File: src/rtl/enoc_switch_allocator_pkg.sv
// enoc_switch_allocator_pkg: router port counts and the clog2 helper shared by the allocator.
package enoc_switch_allocator_pkg;
    localparam int ENOC_N = 5;
    localparam int ENOC_M = 5;
    localparam int ENOC_DEGREE = 4;

    // Never returns 0, so a select index is always at least one bit wide.
    function automatic int clog2(input int v);
        int r;
        r = 0;
        while ((1 << r) < v) r++;
        return (r < 1) ? 1 : r;
    endfunction
endpackage

File: src/rtl/enoc_switch_allocator_if.sv
// enoc_switch_allocator_if: request/enable in, grant/crossbar select out.
interface enoc_switch_allocator_if
    import enoc_switch_allocator_pkg::*;
#(
    parameter int N = ENOC_N,
    parameter int M = ENOC_M,
    parameter int SEL_W = clog2(N)
);
    logic [0:N-1][0:M-1] i_req;
    logic [0:M-1] i_en;
    logic [0:N-1] o_grant;
    logic [0:M-1][SEL_W-1:0] o_sel;
    logic [0:M-1] o_sel_val;
    logic o_err;

    modport master (output i_req, i_en, input o_grant, o_sel, o_sel_val, o_err);
    modport slave (input i_req, i_en, output o_grant, o_sel, o_sel_val, o_err);
endinterface

File: src/rtl/enoc_rr_arbiter.sv
// enoc_rr_arbiter: round-robin arbiter for one output port.
// The search starts at ptr, which moves past the winner on every transfer.
module enoc_rr_arbiter #(
    parameter int N = 5,
    parameter int SEL_W = 3
) (
    input  logic clk,
    input  logic reset,
    input  logic [0:N-1] req,
    input  logic en,
    output logic [SEL_W-1:0] winner,
    output logic valid
);
    logic [SEL_W-1:0] ptr;
    logic hit;
    int j;

    always_comb begin
        winner = '0;
        hit = 1'b0;
        j = 0;
        for (int o = 0; o < N; o++) begin
            j = int'(ptr) + o;
            j = (j >= N) ? j - N : j;
            if (!hit && req[j]) begin
                winner = SEL_W'(j);
                hit = 1'b1;
            end
        end
        valid = !reset && en && hit;
    end

    always_ff @(posedge clk) begin
        if (reset) ptr <= '0;
        else if (valid) ptr <= (winner == SEL_W'(N - 1)) ? '0 : winner + 1'b1;
    end
endmodule

File: src/rtl/enoc_switch_allocator.sv
// enoc_switch_allocator: per-output round-robin switch allocation between input queues and crossbar.
// A malformed multi-hot request is reduced to its lowest output and flagged in a sticky error.
module enoc_switch_allocator
    import enoc_switch_allocator_pkg::*;
#(
    parameter int N = ENOC_N,
    parameter int M = ENOC_M,
    parameter int SEL_W = clog2(N)
) (
    input  logic clk,
    input  logic reset,
    enoc_switch_allocator_if.slave bus
);
    logic [0:N-1][0:M-1] fix;
    logic [0:M-1][0:N-1] col;
    logic [SEL_W-1:0] win [M];
    logic [0:M-1] val;
    logic malformed;
    logic err;

    always_comb begin
        fix = '0;
        col = '0;
        malformed = 1'b0;
        for (int k = 0; k < N; k++) begin
            malformed = malformed | ($countones(bus.i_req[k]) > 1);
            for (int m = M - 1; m >= 0; m--) begin
                if (bus.i_req[k][m]) begin
                    fix[k] = '0;
                    fix[k][m] = 1'b1;
                end
            end
        end
        for (int m = 0; m < M; m++)
            for (int k = 0; k < N; k++) col[m][k] = fix[k][m];
    end

    for (genvar g = 0; g < M; g++) begin : g_arb
        enoc_rr_arbiter #(.N(N), .SEL_W(SEL_W)) u_arb (
            .clk(clk),
            .reset(reset),
            .req(col[g]),
            .en(bus.i_en[g]),
            .winner(win[g]),
            .valid(val[g])
        );
    end

    // Each input requests at most one output after masking, so grants never collide.
    always_comb begin
        bus.o_grant = '0;
        bus.o_sel = '0;
        for (int m = 0; m < M; m++) begin
            bus.o_sel[m] = val[m] ? win[m] : '0;
            if (val[m]) bus.o_grant[win[m]] = 1'b1;
        end
    end

    assign bus.o_sel_val = val;
    assign bus.o_err = err;

    always_ff @(posedge clk) begin
        if (reset) err <= 1'b0;
        else if (malformed) err <= 1'b1;
    end
endmodule

File: src/flat_wrapper.sv
// flat-port wrapper written by rule: the top's interface ports become plain ports
module enoc_switch_allocator_flat import enoc_switch_allocator_pkg::*;
#(
    parameter int N = ENOC_N,
    parameter int M = ENOC_M,
    parameter int SEL_W = clog2(N)
)
  (clk, reset, bus_i_req, bus_i_en, bus_o_grant, bus_o_sel, bus_o_sel_val, bus_o_err);
  enoc_switch_allocator_if #(.N(N), .M(M), .SEL_W(SEL_W)) bus_i ();
  input  logic clk;
  input  logic reset;
  input wire logic [$bits(bus_i.i_req)-1:0] bus_i_req;
  input wire logic [$bits(bus_i.i_en)-1:0] bus_i_en;
  output wire logic [$bits(bus_i.o_grant)-1:0] bus_o_grant;
  output wire logic [$bits(bus_i.o_sel)-1:0] bus_o_sel;
  output wire logic [$bits(bus_i.o_sel_val)-1:0] bus_o_sel_val;
  output wire logic [$bits(bus_i.o_err)-1:0] bus_o_err;
  assign bus_i.i_req = bus_i_req;
  assign bus_i.i_en = bus_i_en;
  assign bus_o_grant = bus_i.o_grant;
  assign bus_o_sel = bus_i.o_sel;
  assign bus_o_sel_val = bus_i.o_sel_val;
  assign bus_o_err = bus_i.o_err;
  enoc_switch_allocator #(.N(N), .M(M), .SEL_W(SEL_W)) u_core (.clk(clk), .reset(reset), .bus(bus_i));
endmodule
File: config.mk
export PLATFORM = sky130hd
export DESIGN_NAME = enoc_switch_allocator_flat
export DESIGN_NICKNAME = d
export VERILOG_FILES = /design/src/rtl/enoc_switch_allocator_pkg.sv /design/src/rtl/enoc_switch_allocator_if.sv /design/src/rtl/enoc_rr_arbiter.sv /design/src/rtl/enoc_switch_allocator.sv /design/src/flat_wrapper.sv
export SDC_FILE = /design/constraint.sdc
export NUM_CORES = 1
export LEC_CHECK = 0
export ABC_AREA = 1
export CAP_MARGIN = 20
export CORE_MARGIN = 3
export CORE_UTILIZATION = 41
export CTS_BUF_LIST = sky130_fd_sc_hd__clkbuf_16
export CTS_CLUSTER_SIZE = 12
export DETAILED_ROUTE_END_ITERATION = 8
export PLACE_DENSITY = 0.57
export SKIP_LAST_GASP = 1
export SLEW_MARGIN = 40
export SYNTH_ARGS = -nofsm -noshare
export SYNTH_HDL_FRONTEND = slang
export SYNTH_SLANG_ARGS = --single-unit
File: constraint.sdc
create_clock -name clk -period 3.95 [get_ports clk]
set_input_delay 0.5925 -clock clk [delete_from_list [all_inputs] [get_ports clk]]
set_output_delay 0.5925 -clock clk [all_outputs]
set_load 0.01 [all_outputs]
### Word level (Yosys, flattened, before mapping)

Index checks and enable logic that the tools add are counted.

| cells by class | value |
|---|---|
| add/subtract/negate cells | 70 |
| $lt $le $gt $ge | 65 |
| equality and inequality tests | 5 |
| multiplexer cells | 200 |
| bitwise operators | 38 |
| reductions and logical operators | 56 |

Operator list:

| operator | number |
|---|---|
| 32-bit by 4-bit >= comparator with 1-bit output, second input constant | 25 |
| 32-bit two-way mux | 25 |
| 32-bit NOT | 25 |
| 32-bit by 1-bit adder with 32-bit output | 5 |
| 32-bit adder | 5 |
| 32-bit by 2-bit > comparator with 1-bit output, second input constant | 5 |
| 3-bit two-way mux | 39 |
| 4-bit by 3-bit subtractor with 5-bit output, second input constant | 20 |
| 1-bit two-way mux | 85 |
| 4-bit by 3-bit >= comparator with 1-bit output, second input constant | 20 |
| 1-bit binary-select mux with 3-bit select | 25 |
| 5-bit two-way mux | 13 |
| 3-bit by 2-bit adder with 4-bit output, second input constant | 10 |
| 1-bit logical AND | 35 |
| 1-bit zero test | 21 |
| 1-bit by 1-bit adder with 2-bit output | 10 |
| 3-bit by 1-bit adder with 4-bit output, second input constant | 5 |
| 3-bit by 3-bit adder with 4-bit output, second input constant | 5 |
| 4-bit >= comparator, second input constant | 5 |
| 4-bit by 1-bit < comparator with 1-bit output, second input constant | 5 |
| 3-bit NOT with 4-bit output | 5 |
| 5-bit bitwise OR | 4 |
| 3-bit by 3-bit subtractor with 4-bit output, second input constant | 5 |
| 4-bit two-way mux | 4 |
| 6 further kinds | 28 |

| word-level totals | value |
|---|---|
| bits in registers | 16 |
| input port bits | 32 |
| output and inout bits | 26 |

### Logic depth before layout (Yosys ltp)

Gate-level depths: netlist (run 1).

| depth | value |
|---|---|
| word-level depth | 35 |
| gate-level depth with buffers | 26 |

### Modules after synthesis

From an unflattened synthesis (run 1), not the netlist that was laid out.

| second synthesis, totals | value |
|---|---|
| cells, all modules | 1342 |
| area, all modules | 7858.8 µm² |

By module, submodules not included:

| module | times used | cells an instance | area an instance (µm²) | seq. area each (µm²) |
|---|---|---|---|---|
| enoc_rr_arbiter | 5 | 230 | 1382.6 | 60.1 |
| enoc_switch_allocator | 1 | 192 | 945.9 | 20.0 |

### Worst setup path before layout (run 1)

OpenSTA, ideal clock, no wires.

| path | value |
|---|---|
| path type | register to output |
| from | register u_core.g_arb[2].u_arb.ptr[0] |
| to | output bus_o_grant[1] |
| data arrival time | 2.640 ns |
| required time | 3.357 ns |
| path slack | 0.717 ns |
| cell stages (with the launch flop) | 22 |
| path through | dfxtp_1 > buf_4 > inv_1 > ha_1 > inv_1 > nand3b_1 > nand2_2 > nand2_2 > nand2_1 > nand2_1 > nand2_1 > nand3_2 > nand3_2 > nand2_2 > nand2_1 > nor2_2 > nand3_1 > nand3_1 > nand2_2 > nor2_2 > nand2_1 > nand3_1 |

| between the ends | value |
|---|---|
| cells in the longest elaborated chain, start to end | 30 |
| elaborated cells between the ends (all ways) | 70 |
| those cells by class | add/sub (9); order compare (7); mux (35); bitwise (9); reduce/logical (10) |

Ends and longest elaborated chain:

| item | line | source |
|---|---|---|
| start: declaration | enoc_rr_arbiter.sv:14 | `logic [SEL_W-1:0] ptr;` |
| start signal: assignment | enoc_rr_arbiter.sv:35 | `else if (valid) ptr <= (winner == SEL_W'(N - 1)) ? '0 : winner + 1'b1;` |
| branches (longest 25 deep; another with 4-bit by 3-bit subtractor with 5-bit output) | - |  |
| 5-bit two-way mux * | enoc_switch_allocator.sv:55 | `if (val[m]) bus.o_grant[win[m]] = 1'b1;` |
| 5-bit bitwise OR (no line) | - |  |
| 5-bit two-way mux * | enoc_switch_allocator.sv:55 |  |
| 5-bit bitwise OR (no line) | - |  |
| 5-bit two-way mux * | enoc_switch_allocator.sv:55 |  |
| end: declaration | flat_wrapper.sv:14 | `output wire logic [$bits(bus_i.o_grant)-1:0] bus_o_grant;` |

Mark *: on every way between the ends. The select of a mux whose other input is x is not followed.

### Final worst setup path (run 1)

| path | value |
|---|---|
| from | input bus_i_req[4] |
| to | output bus_o_sel[3] |

| between the ends | value |
|---|---|
| cells in the longest elaborated chain, start to end | 19 |
| elaborated cells between the ends (all ways) | 36 |
| those cells by class | mux (27); reduce/logical (9) |

Ends and longest elaborated chain:

| item | line | source |
|---|---|---|
| start: declaration | flat_wrapper.sv:12 | `input wire logic [$bits(bus_i.i_req)-1:0] bus_i_req;` |
| 5-bit two-way mux * | enoc_switch_allocator.sv:28 | `if (bus.i_req[k][m]) begin` |
| 1-bit binary-select mux with 3-bit select | enoc_rr_arbiter.sv:25 | `if (!hit && req[j]) begin` |
| 1-bit two-way mux (not written as such) (2 in series) | enoc_rr_arbiter.sv:25 |  |
| 1-bit two-way mux | enoc_rr_arbiter.sv:25 |  |
| 1-bit zero test | enoc_rr_arbiter.sv:25 |  |
| 1-bit logical AND | enoc_rr_arbiter.sv:25 |  |
| 1-bit two-way mux | enoc_rr_arbiter.sv:25 |  |
| 1-bit zero test | enoc_rr_arbiter.sv:25 |  |
| (+2 left out) | - |  |
| 1-bit zero test | enoc_rr_arbiter.sv:25 |  |
| 1-bit logical AND | enoc_rr_arbiter.sv:25 |  |
| 1-bit two-way mux | enoc_rr_arbiter.sv:25 |  |
| 1-bit zero test | enoc_rr_arbiter.sv:25 |  |
| 1-bit logical AND | enoc_rr_arbiter.sv:25 |  |
| 1-bit two-way mux | enoc_rr_arbiter.sv:25 |  |
| 1-bit logical AND | enoc_rr_arbiter.sv:30 | `valid = !reset && en && hit;` |
| 3-bit two-way mux * | enoc_switch_allocator.sv:54 | `bus.o_sel[m] = val[m] ? win[m] : '0;` |
| end: declaration | flat_wrapper.sv:15 | `output wire logic [$bits(bus_i.o_sel)-1:0] bus_o_sel;` |

Mark *: on every way between the ends. The rest lies on a longest branch, timed or not. The select of a mux whose other input is x is not followed.

==> results.toml, run 1 <==
[clock_network]
clkSinkCount = 16
cts_buffers = 3
clk_latency_ps = 260
clk_root_buffer_cell = "clkbuf_16"
cts_tree = "done"
hold_buffers = 0
htree_levels = 1
clk_path_buf_depth = 2
clk_pin_slew_worst_paths_ps = 60

[setup_path]
r2r-start = "u_core.g_arb[2].u_arb.ptr[1]$_SDFFE_PP0P_"
cp_max_fo = 4
r2r_slack_ps = 760
cpMaxStageDelayCell = "clkdlybuf4s50_1"
worstSetupPathType = "in2out"
startpoint_type = "primary input"
required_ps = 3360
r2r_cells = 23
critPathCaptureType = "output port"
timing.rr.end = "u_core.g_arb[2].u_arb.ptr[2]$_SDFFE_PP0P_"
worstPathCellList = "clkdlybuf4s50_1 -> inv_2 -> nand2_1 -> nor2_1 -> buf_4 -> buf_4 -> nand3_1 -> nand3_1 -> o21ai_2 -> nor2_4 -> inv_2 -> nand3_2 -> clkinv_1 -> nand2_1 -> nand3_1 -> buf_4 -> inv_1 -> clkdlybuf4s50_1"
worst-path-buf-inv = 9
cpLargestDelayFamily = "buffers and inverters"
worstPathArrival_ps = 3310
cpPeakStageDelay_ps = 520

[synth]
async_flop_share = 0
yosys-top-cells-area = "nand2_1, ha_1, nand3_1"
synth_top_cell_by_area = "nand2_1"
synth_warnings = 0
synth_edf_count = 0
syn-num-nets = 1356
syn_inst = 1226
syn-cell-area_um2 = 6980
yosys.area.top_type_share = 0.189
ys_ff_latch = 16
synth.distinct_cells = 40
synthFlopType = "dfxtp_1"
yosysSeqAreaShare = 0.0459
syn_area_per_cell_um2 = 5.70

[floorplanning]
rows = 47
ios = 58
die_area_um2 = 18600
coreArea_um2 = 16600
die_h_um = 137
die_x_um = 137
initial_utilization = 0.420

[placement]
placed_area_um2 = 8950
hpwl_um = 19300
globalplace.congestion = 0.908
port_buffers = 57

[sta]
setup_viol = 0
skew_ps = 4.64
finalCritPeriodShare = 0.989
grt_setup_unrepaired = "true"
drv_slew = 0
tightest_slew_ps = 495
min_period_ps = 3910
fmax_mhz = 256
max-slew-margin-rel = 0.668
hold_viol = 0

[layout]
final_common_cell = "nand2_1"
multi_input_area_um2 = 6220
register_area_um2 = 328
final_nets = 1593
final_cell_mix = "nand2_1, buf_4, inv_1"
area.growth.synth_to_final_pct = 39.4
drive_gt1_frac = 0.296
fin_area_um2 = 9730
nFillCells = 1644
insertedDiodeCount = 0
final_util = 0.585

[min_path]
min_to = "u_core.g_arb[3].u_arb.ptr[2]$_SDFFE_PP0P_"
hold_path_depth = 2
hold_class = "reg2reg"
hp-start = "u_core.g_arb[3].u_arb.ptr[2]$_SDFFE_PP0P_"

[run]
drv_cap = 0

[route]
routed_wl_um = 23300
drtIter0Drc = 536
vias = 8365
postRouteAntennaNets = 0
drc = 0
drtPass1Iterations = 5
post_drt_wl_per_cell_um = 13.8
vias_per_cell = 4.97

[global_routing]
antenna_found_initial = 0
grt_overflow_total = 0
grt_max_degree = 17
track_usage = 0.244
grt_pass1_wl_um = 37000
grt_pass1_vias = 7563

[status]
outcome = "finished, final reports clean"
[state kept, by name, summed over array words and instances (netlist names)]
signal	flops
u_core.bus.o_err	1
u_core.g_arb.u_arb.ptr	15
[worst max-delay path by stage]
stage | start | endpoint | slack [ps] | cells past startpoint
floorplan | u_core.g_arb[2].u_arb.ptr[0]$_SDFFE_PP0P_ | bus_o_grant[1] | 720 | 21
global placement | bus_i_req[24] | bus_o_grant[3] | -280 | 18
detailed placement | bus_i_req[24] | bus_o_grant[3] | -250 | 18
CTS | u_core.g_arb[2].u_arb.ptr[1]$_SDFFE_PP0P_ | bus_o_sel[7] | -20 | 18
global route | bus_i_req[4] | bus_o_sel[3] | -150 | 18
finish | bus_i_req[4] | bus_o_sel[3] | 40 | 18
[through the flow]
step	setup WS, ps	setup TNS, ps	cells	hold slack, ps
after floorplan	717	0	1226	530
after global placement	-283	-1650	1649	640
after CTS	-21.9	-21.9	1659	653
after detailed placement	-255	-1580	1649	636
after global routing	-146	-314	1682	672
final	43.7	0	1682	616
[metal layers]
| layer | up-vias | track usage | part of all wire |
|---|---|---|---|
| met5 | - | 0 | 0 |
| met4 | 0 | 0.0342 | 0.012 |
| met3 | 15 | 0.0371 | 0.044 |
| met2 | 175 | 0.400 | 0.45 |
| met1 | 3745 | 0.347 | 0.49 |
| li1 | 4430 | - | - |
[cell type report]
cell class                      count  share of cell area
Clock buffer                        3             0.00771
Clock inverter                      1            0.000386
Inverter                          207              0.0803
Multi-Input combinational cell    991               0.639
Sequential cell                    16              0.0337
Tap cell                          220              0.0283
Timing Repair Buffer              244               0.210
[cell families (layout without fill, tap and decap cells)]
| kind of cell | count (synthesis) | after routing | synth area share |
|---|---|---|---|
| xor+xnor | 26 | 26 | 0.0358 |
| fa+ha+maj | 98 | 98 | 0.181 |
| simple gates | 737 | 737 | 0.498 |
| mux | 1 | 1 | 0.00143 |
| compound gates | 129 | 129 | 0.115 |
| flops | 16 | 16 | 0.0459 |
| buf+inv | 219 | 455 | 0.124 |
[what timing repair did]
action	4_1_cts	5_1_grt
gates resized for setup	49	130
hold endpoints to repair	0	0
setup endpoints to repair	19	25
pin swaps	7	32
setup buffers	6	23
[synthesized netlist by cell type (11+ instances only)]
cell	number
buf_4	11
dfxtp_1	16
ha_1	93
xor2_1	17
nand2_1	352
inv_1	179
o21ai_2	16
inv_2	26
nand2_2	42
nand3_2	15
o21ai_0	40
a21oi_1	24
nand4_1	45
nor2_1	81
o21ai_1	17
nand3_1	163
[worst min-delay path, delay by kind of cell (launching register included)]
family	cells	cell delay, ps
DFF	1	360
AOI/OAI and AO/OA	2	210
Power of run 1 is not shown: default switching activity piles up to over one toggle a cycle in this logic, so the estimate is an artifact.
==> run 2: changes to the inputs <==
--- a/config.mk
+++ b/config.mk
@@ -8,11 +8,11 @@
 export ABC_AREA = 1
 export CAP_MARGIN = 20
 export CORE_MARGIN = 3
-export CORE_UTILIZATION = 41
+export CORE_UTILIZATION = 50
 export CTS_BUF_LIST = sky130_fd_sc_hd__clkbuf_16
 export CTS_CLUSTER_SIZE = 12
 export DETAILED_ROUTE_END_ITERATION = 8
-export PLACE_DENSITY = 0.57
+export PLACE_DENSITY = 0.67
 export SKIP_LAST_GASP = 1
 export SLEW_MARGIN = 40
 export SYNTH_ARGS = -nofsm -noshare
==> results.toml, run 2 (synthesized netlist as in run 1, its figures left out) <==
[layout]
final_cell_mix = "nand2_1, buf_4, inv_1"
final_util = 0.707
nFillCells = 1260
final_common_cell = "nand2_1"
drive_gt1_frac = 0.273
top_register = "u_core.g_arb.u_arb.ptr"
area.growth.synth_to_final_pct = 36.2
stdcell_count = 1633
final_nets = 1588
largest_reg_flops = 15
insertedDiodeCount = 0

[setup_path]
required_ps = 3360
critPathCaptureType = "output port"
worstPathArrival_ps = 3210
startpoint_type = "primary input"
cpPeakStageDelay_ps = 530
r2r_cells = 24
cpMaxStageDelayCell = "clkdlybuf4s50_1"
worstPathCellList = "clkdlybuf4s50_1 -> inv_1 -> ha_1 -> nand2_1 -> inv_1 -> o21ai_0 -> nand2_1 -> nand2_1 -> nand2_1 -> nand2_1 -> nand4_1 -> nor2_1 -> nand2_1 -> nand3_2 -> nand2_1 -> buf_4 -> inv_1 -> dlygate4sd2_1"
worst-path-buf-inv = 6
cpLargestDelayFamily = "buffers and inverters"
worstSetupPathType = "in2out"
cp_max_fo = 3
timing.rr.end = "u_core.g_arb[1].u_arb.ptr[2]$_SDFFE_PP0N_"
worst_path_most_repeated_cell = "nand2_1"
r2r_slack_ps = 810
r2r-start = "u_core.g_arb[1].u_arb.ptr[1]$_SDFFE_PP0N_"

[sta]
hold_viol = 0
min_period_ps = 3800
grt_setup_unrepaired = "true"
fmax_mhz = 263
finalCritPeriodShare = 0.962
tightest_slew_ps = 427
skew_ps = 6.85
setup_viol = 0
timing.hold.ws_ps = 606
fin_setup_tns_ps = 0
max-slew-margin-rel = 0.713
drv_slew = 0

[placement]
hpwl_um = 18200
place_inst = 1599
globalplace.congestion = 0.942
port_buffers = 57

[status]
outcome = "finished, final reports clean"

[global_routing]
grt_overflow_total = 0
grt_pass1_wl_um = 35200
track_usage = 0.281
grt_pass1_vias = 7455
grt_max_degree = 16
antenna_found_initial = 0

[floorplanning]
coreArea_um2 = 13500
ios = 58
rows = 42
die_h_um = 124
die_area_um2 = 15400
initial_utilization = 0.519
die_x_um = 124

[route]
drtPass1Iterations = 6
vias_per_cell = 5.16
post_drt_wl_per_cell_um = 13.5
drc = 0
vias = 8419
routed_wl_um = 22000
postRouteAntennaNets = 0
drtIter0Drc = 508

[min_path]
hp-start = "u_core.bus.o_err$_SDFFE_PP0P_"
hold_path_depth = 4
hold_class = "reg2reg"
min_to = "u_core.bus.o_err$_SDFFE_PP0P_"

[clock_network]
clk_pin_slew_worst_paths_ps = 60
htree_levels = 1
clk_path_buf_depth = 2
cts_tree = "done"
clk_root_buffer_cell = "clkbuf_16"
clkSinkCount = 16
cts_buffers = 3
clk_latency_ps = 260

[run]
drv_cap = 0
run 2: changes by cell type in the layout (fill, tap and decap cells not counted), moves of 4 or more:
cell and change:
nand2_1 +10, nor2_2 -10, nand2_2 -9, nor2_1 +7
clkdlybuf4s50_1 +6, dlymetal6s2s_1 -5, inv_1 +5, o21ai_0 +5
dfxtp_1 +4, dfxtp_2 -4, nand3_4 -4
run 2: layout make-up:
cell class | count | area [um^2] | share of cell area
Clock buffer | 3 | 75.1 | 0.00789
Timing Repair Buffer | 239 | 1980 | 0.208
Tap cell | 176 | 220 | 0.0232
Clock inverter | 1 | 3.75 | 0.000395
Inverter | 207 | 777 | 0.0817
Sequential cell | 16 | 323 | 0.0339
Multi-Input combinational cell | 991 | 6130 | 0.645
run 2: worst max-delay path by stage:
stage | to | depth (start not counted) | slack, ps | from
after floorplan | bus_o_grant[1] | 21 | 720 | u_core.g_arb[2].u_arb.ptr[0]$_SDFFE_PP0P_
after global placement | bus_o_grant[0] | 19 | -230 | bus_i_req[3]
after detailed placement | bus_o_grant[0] | 17 | -240 | bus_i_req[18]
after CTS | bus_o_grant[0] | 16 | -180 | bus_i_req[23]
after global routing | bus_o_grant[4] | 21 | -50 | u_core.g_arb[3].u_arb.ptr[0]$_SDFFE_PP0P_
final | bus_o_sel[6] | 18 | 150 | bus_i_req[23]
run 2: tightest hold or removal path, delay by kind of cell, from the launching register on:
kind / cells / cell delay [ps]
AOI/OAI and AO/OA: 1 / 70
buffers and inverters: 2 / 90
DFF: 1 / 340
and+or+nand+nor: 1 / 80
run 2: per-layer routing:
layer | vias to the layer above | track usage | share of wire
met5 | - | 0 | 0
met1 | 3768 | 0.391 | 0.47
met3 | 27 | 0.0263 | 0.049
met4 | 0 | 0.0684 | 0.018
met2 | 199 | 0.468 | 0.47
li1 | 4425 | - | -
run 2: stage by stage:
| stage | cell area (um^2) | setup WS (ps) |
|---|---|---|
| 3_5_place_dp | 8830 | -244 |
| 4_1_cts | 9050 | -176 |
| 2_1_floorplan | 6980 | 717 |
| 5_1_grt | 9510 | -51.7 |
| 3_3_place_gp | 8830 | -231 |
| 6_report | 9510 | 150 |
run 2: repair_timing:
action | CTS | global route
pin swaps | 9 | 15
gates cloned | 0 | 0
gates resized for setup | 43 | 83
setup endpoints to repair | 18 | 25
setup buffers | 5 | 25
hold buffers | 0 | 0
Power of run 2 is left out for the same reason.
==> run 3: changes to the inputs <==
==> constraint.sdc (replaced) <==
create_clock -name clk -period 3.77 [get_ports clk]
set_input_delay 0.5655 -clock clk [delete_from_list [all_inputs] [get_ports clk]]
set_output_delay 0.5655 -clock clk [all_outputs]
set_load 0.01 [all_outputs]
==> results.toml, run 3 (synthesized netlist as in run 1, its figures left out) <==
[layout]
final_cell_mix = "nand2_1, buf_4, inv_1"
drive_gt1_frac = 0.364
final_common_cell = "nand2_1"
top_register = "u_core.g_arb.u_arb.ptr"
final_nets = 1651
largest_reg_flops = 15
insertedDiodeCount = 0
nFillCells = 1103
area.growth.synth_to_final_pct = 48.8

[setup_path]
r2r_slack_ps = 640
worstPathArrival_ps = 3110
worstSetupPathType = "reg2out"
r2r-start = "u_core.g_arb[1].u_arb.ptr[1]$_SDFFE_PP0N_"
critPathCaptureType = "output port"
r2r_cells = 22
timing.rr.end = "u_core.g_arb[1].u_arb.ptr[2]$_SDFFE_PP0N_"
startpoint_type = "flop"
cp_max_fo = 6
required_ps = 3200

[placement]
globalplace.congestion = 0.949
hpwl_um = 18700
port_buffers = 57

[global_routing]
grt_max_degree = 14
grt_overflow_total = 0
grt_pass1_vias = 7917
antenna_found_initial = 0
track_usage = 0.289
grt_pass1_wl_um = 36300

[floorplanning]
die_area_um2 = 15400
die_x_um = 124
rows = 42
ios = 58
coreArea_um2 = 13500
die_h_um = 124
initial_utilization = 0.519

[route]
drtPass1Iterations = 5
post_drt_wl_per_cell_um = 13.9
routed_wl_um = 23500
vias_per_cell = 5.22
postRouteAntennaNets = 0
drc = 0
vias = 8854
drtIter0Drc = 535

[sta]
grt_setup_unrepaired = "true"
tightest_slew_ps = 415
setup_viol = 0
max-slew-margin-rel = 0.720
fmax_mhz = 272
skew_ps = 5.27
drv_slew = 0
min_period_ps = 3680
fin_setup_tns_ps = 0
finalCritPeriodShare = 0.976
hold_viol = 0

[run]
drv_cap = 0

[clock_network]
hold_buffers = 0
cts_tree = "done"
clk_root_buffer_cell = "clkbuf_16"
clk_latency_ps = 260
htree_levels = 1
cts_buffers = 3
clkSinkCount = 16
clk_path_buf_depth = 2
clk_pin_slew_worst_paths_ps = 60

[status]
outcome = "finished, final reports clean"

[min_path]
min_to = "u_core.bus.o_err$_SDFFE_PP0P_"
hp-start = "u_core.bus.o_err$_SDFFE_PP0P_"
hold_class = "reg2reg"
hold_path_depth = 4
==> run 3: changes by cell type in the layout (fill, tap and decap cells not counted), sizes merged <==
cell	delta
clkdlybuf4s15	+3
clkdlybuf4s50	-7
buf	+66
dlymetal6s2s	-7
dlygate4sd2	+8
==> run 3: cell type report <==
class	count	area, um^2	area share
multi-input combinational	991	6540	0.630
clock buffer	3	75.1	0.00722
clock inverter	1	3.75	0.000361
timing repair buffer	302	2430	0.234
inverter	207	785	0.0755
sequential	16	330	0.0318
tap	176	220	0.0212
==> run 3: worst max path at each step <==
stage | from | endpoint | cells after the start
2_1_floorplan | u_core.g_arb[2].u_arb.ptr[0]$_SDFFE_PP0P_ | bus_o_grant[1] | 21
3_3_place_gp | bus_i_req[3] | bus_o_grant[0] | 19
3_5_place_dp | bus_i_req[18] | bus_o_grant[0] | 17
4_1_cts | u_core.g_arb[2].u_arb.ptr[1]$_SDFFE_PP0P_ | bus_o_grant[0] | 23
5_1_grt | u_core.g_arb[0].u_arb.ptr[0]$_SDFFE_PP0P_ | bus_o_sel_val[4] | 17
6_report | u_core.g_arb[0].u_arb.ptr[1]$_SDFFE_PP0P_ | bus_o_sel_val[4] | 17
==> run 3: per-layer routing <==
| layer | GRT usage | vias up | part of all wire |
|---|---|---|---|
| li1 | - | 4558 | - |
| met1 | 0.396 | 4012 | 0.46 |
| met2 | 0.497 | 249 | 0.47 |
| met3 | 0.0232 | 35 | 0.049 |
| met4 | 0.0630 | 0 | 0.019 |
| met5 | 0 | - | 0 |
==> run 3: worst max-delay path: stages (launching register included) <==
cell and delay, ps:
dfxtp_2 350, inv_4 50, buf_6 110, ha_4 280, nand3b_1 90, a21oi_2 210
o21ai_4 110, nand2_2 110, nand2_2 90, nand2_2 100, nand3_2 70, nand3b_1 120
nand2_2 130, nand2_1 110, nor2_2 50, nor2_4 150, buf_4 160, clkdlybuf4s50_1 540
==> run 3: what timing repair did <==
action / CTS / global route
endpoints found under the setup margin: 23 / 25
resized for setup: 98 / 174
hold endpoints to repair: 0 / 0
setup buffers: 14 / 23
pin swaps: 14 / 67
==> run 3: stage by stage <==
step | setup slack (ps) | instances | instance area [um^2] | hold slack [ps] | util
after CTS | -161 | 1674 | 9690 | 604 | 0.720
after detailed placement | -365 | 1656 | 9280 | 588 | 0.690
after floorplan | 564 | 1226 | 6980 | 530 | -
after global routing | -76.6 | 1696 | 10400 | 644 | 0.772
after global placement | -352 | 1656 | 9280 | 580 | 0.690
final | 91.0 | 1696 | 10400 | 609 | 0.772
Power of run 3 is left out for the same reason.
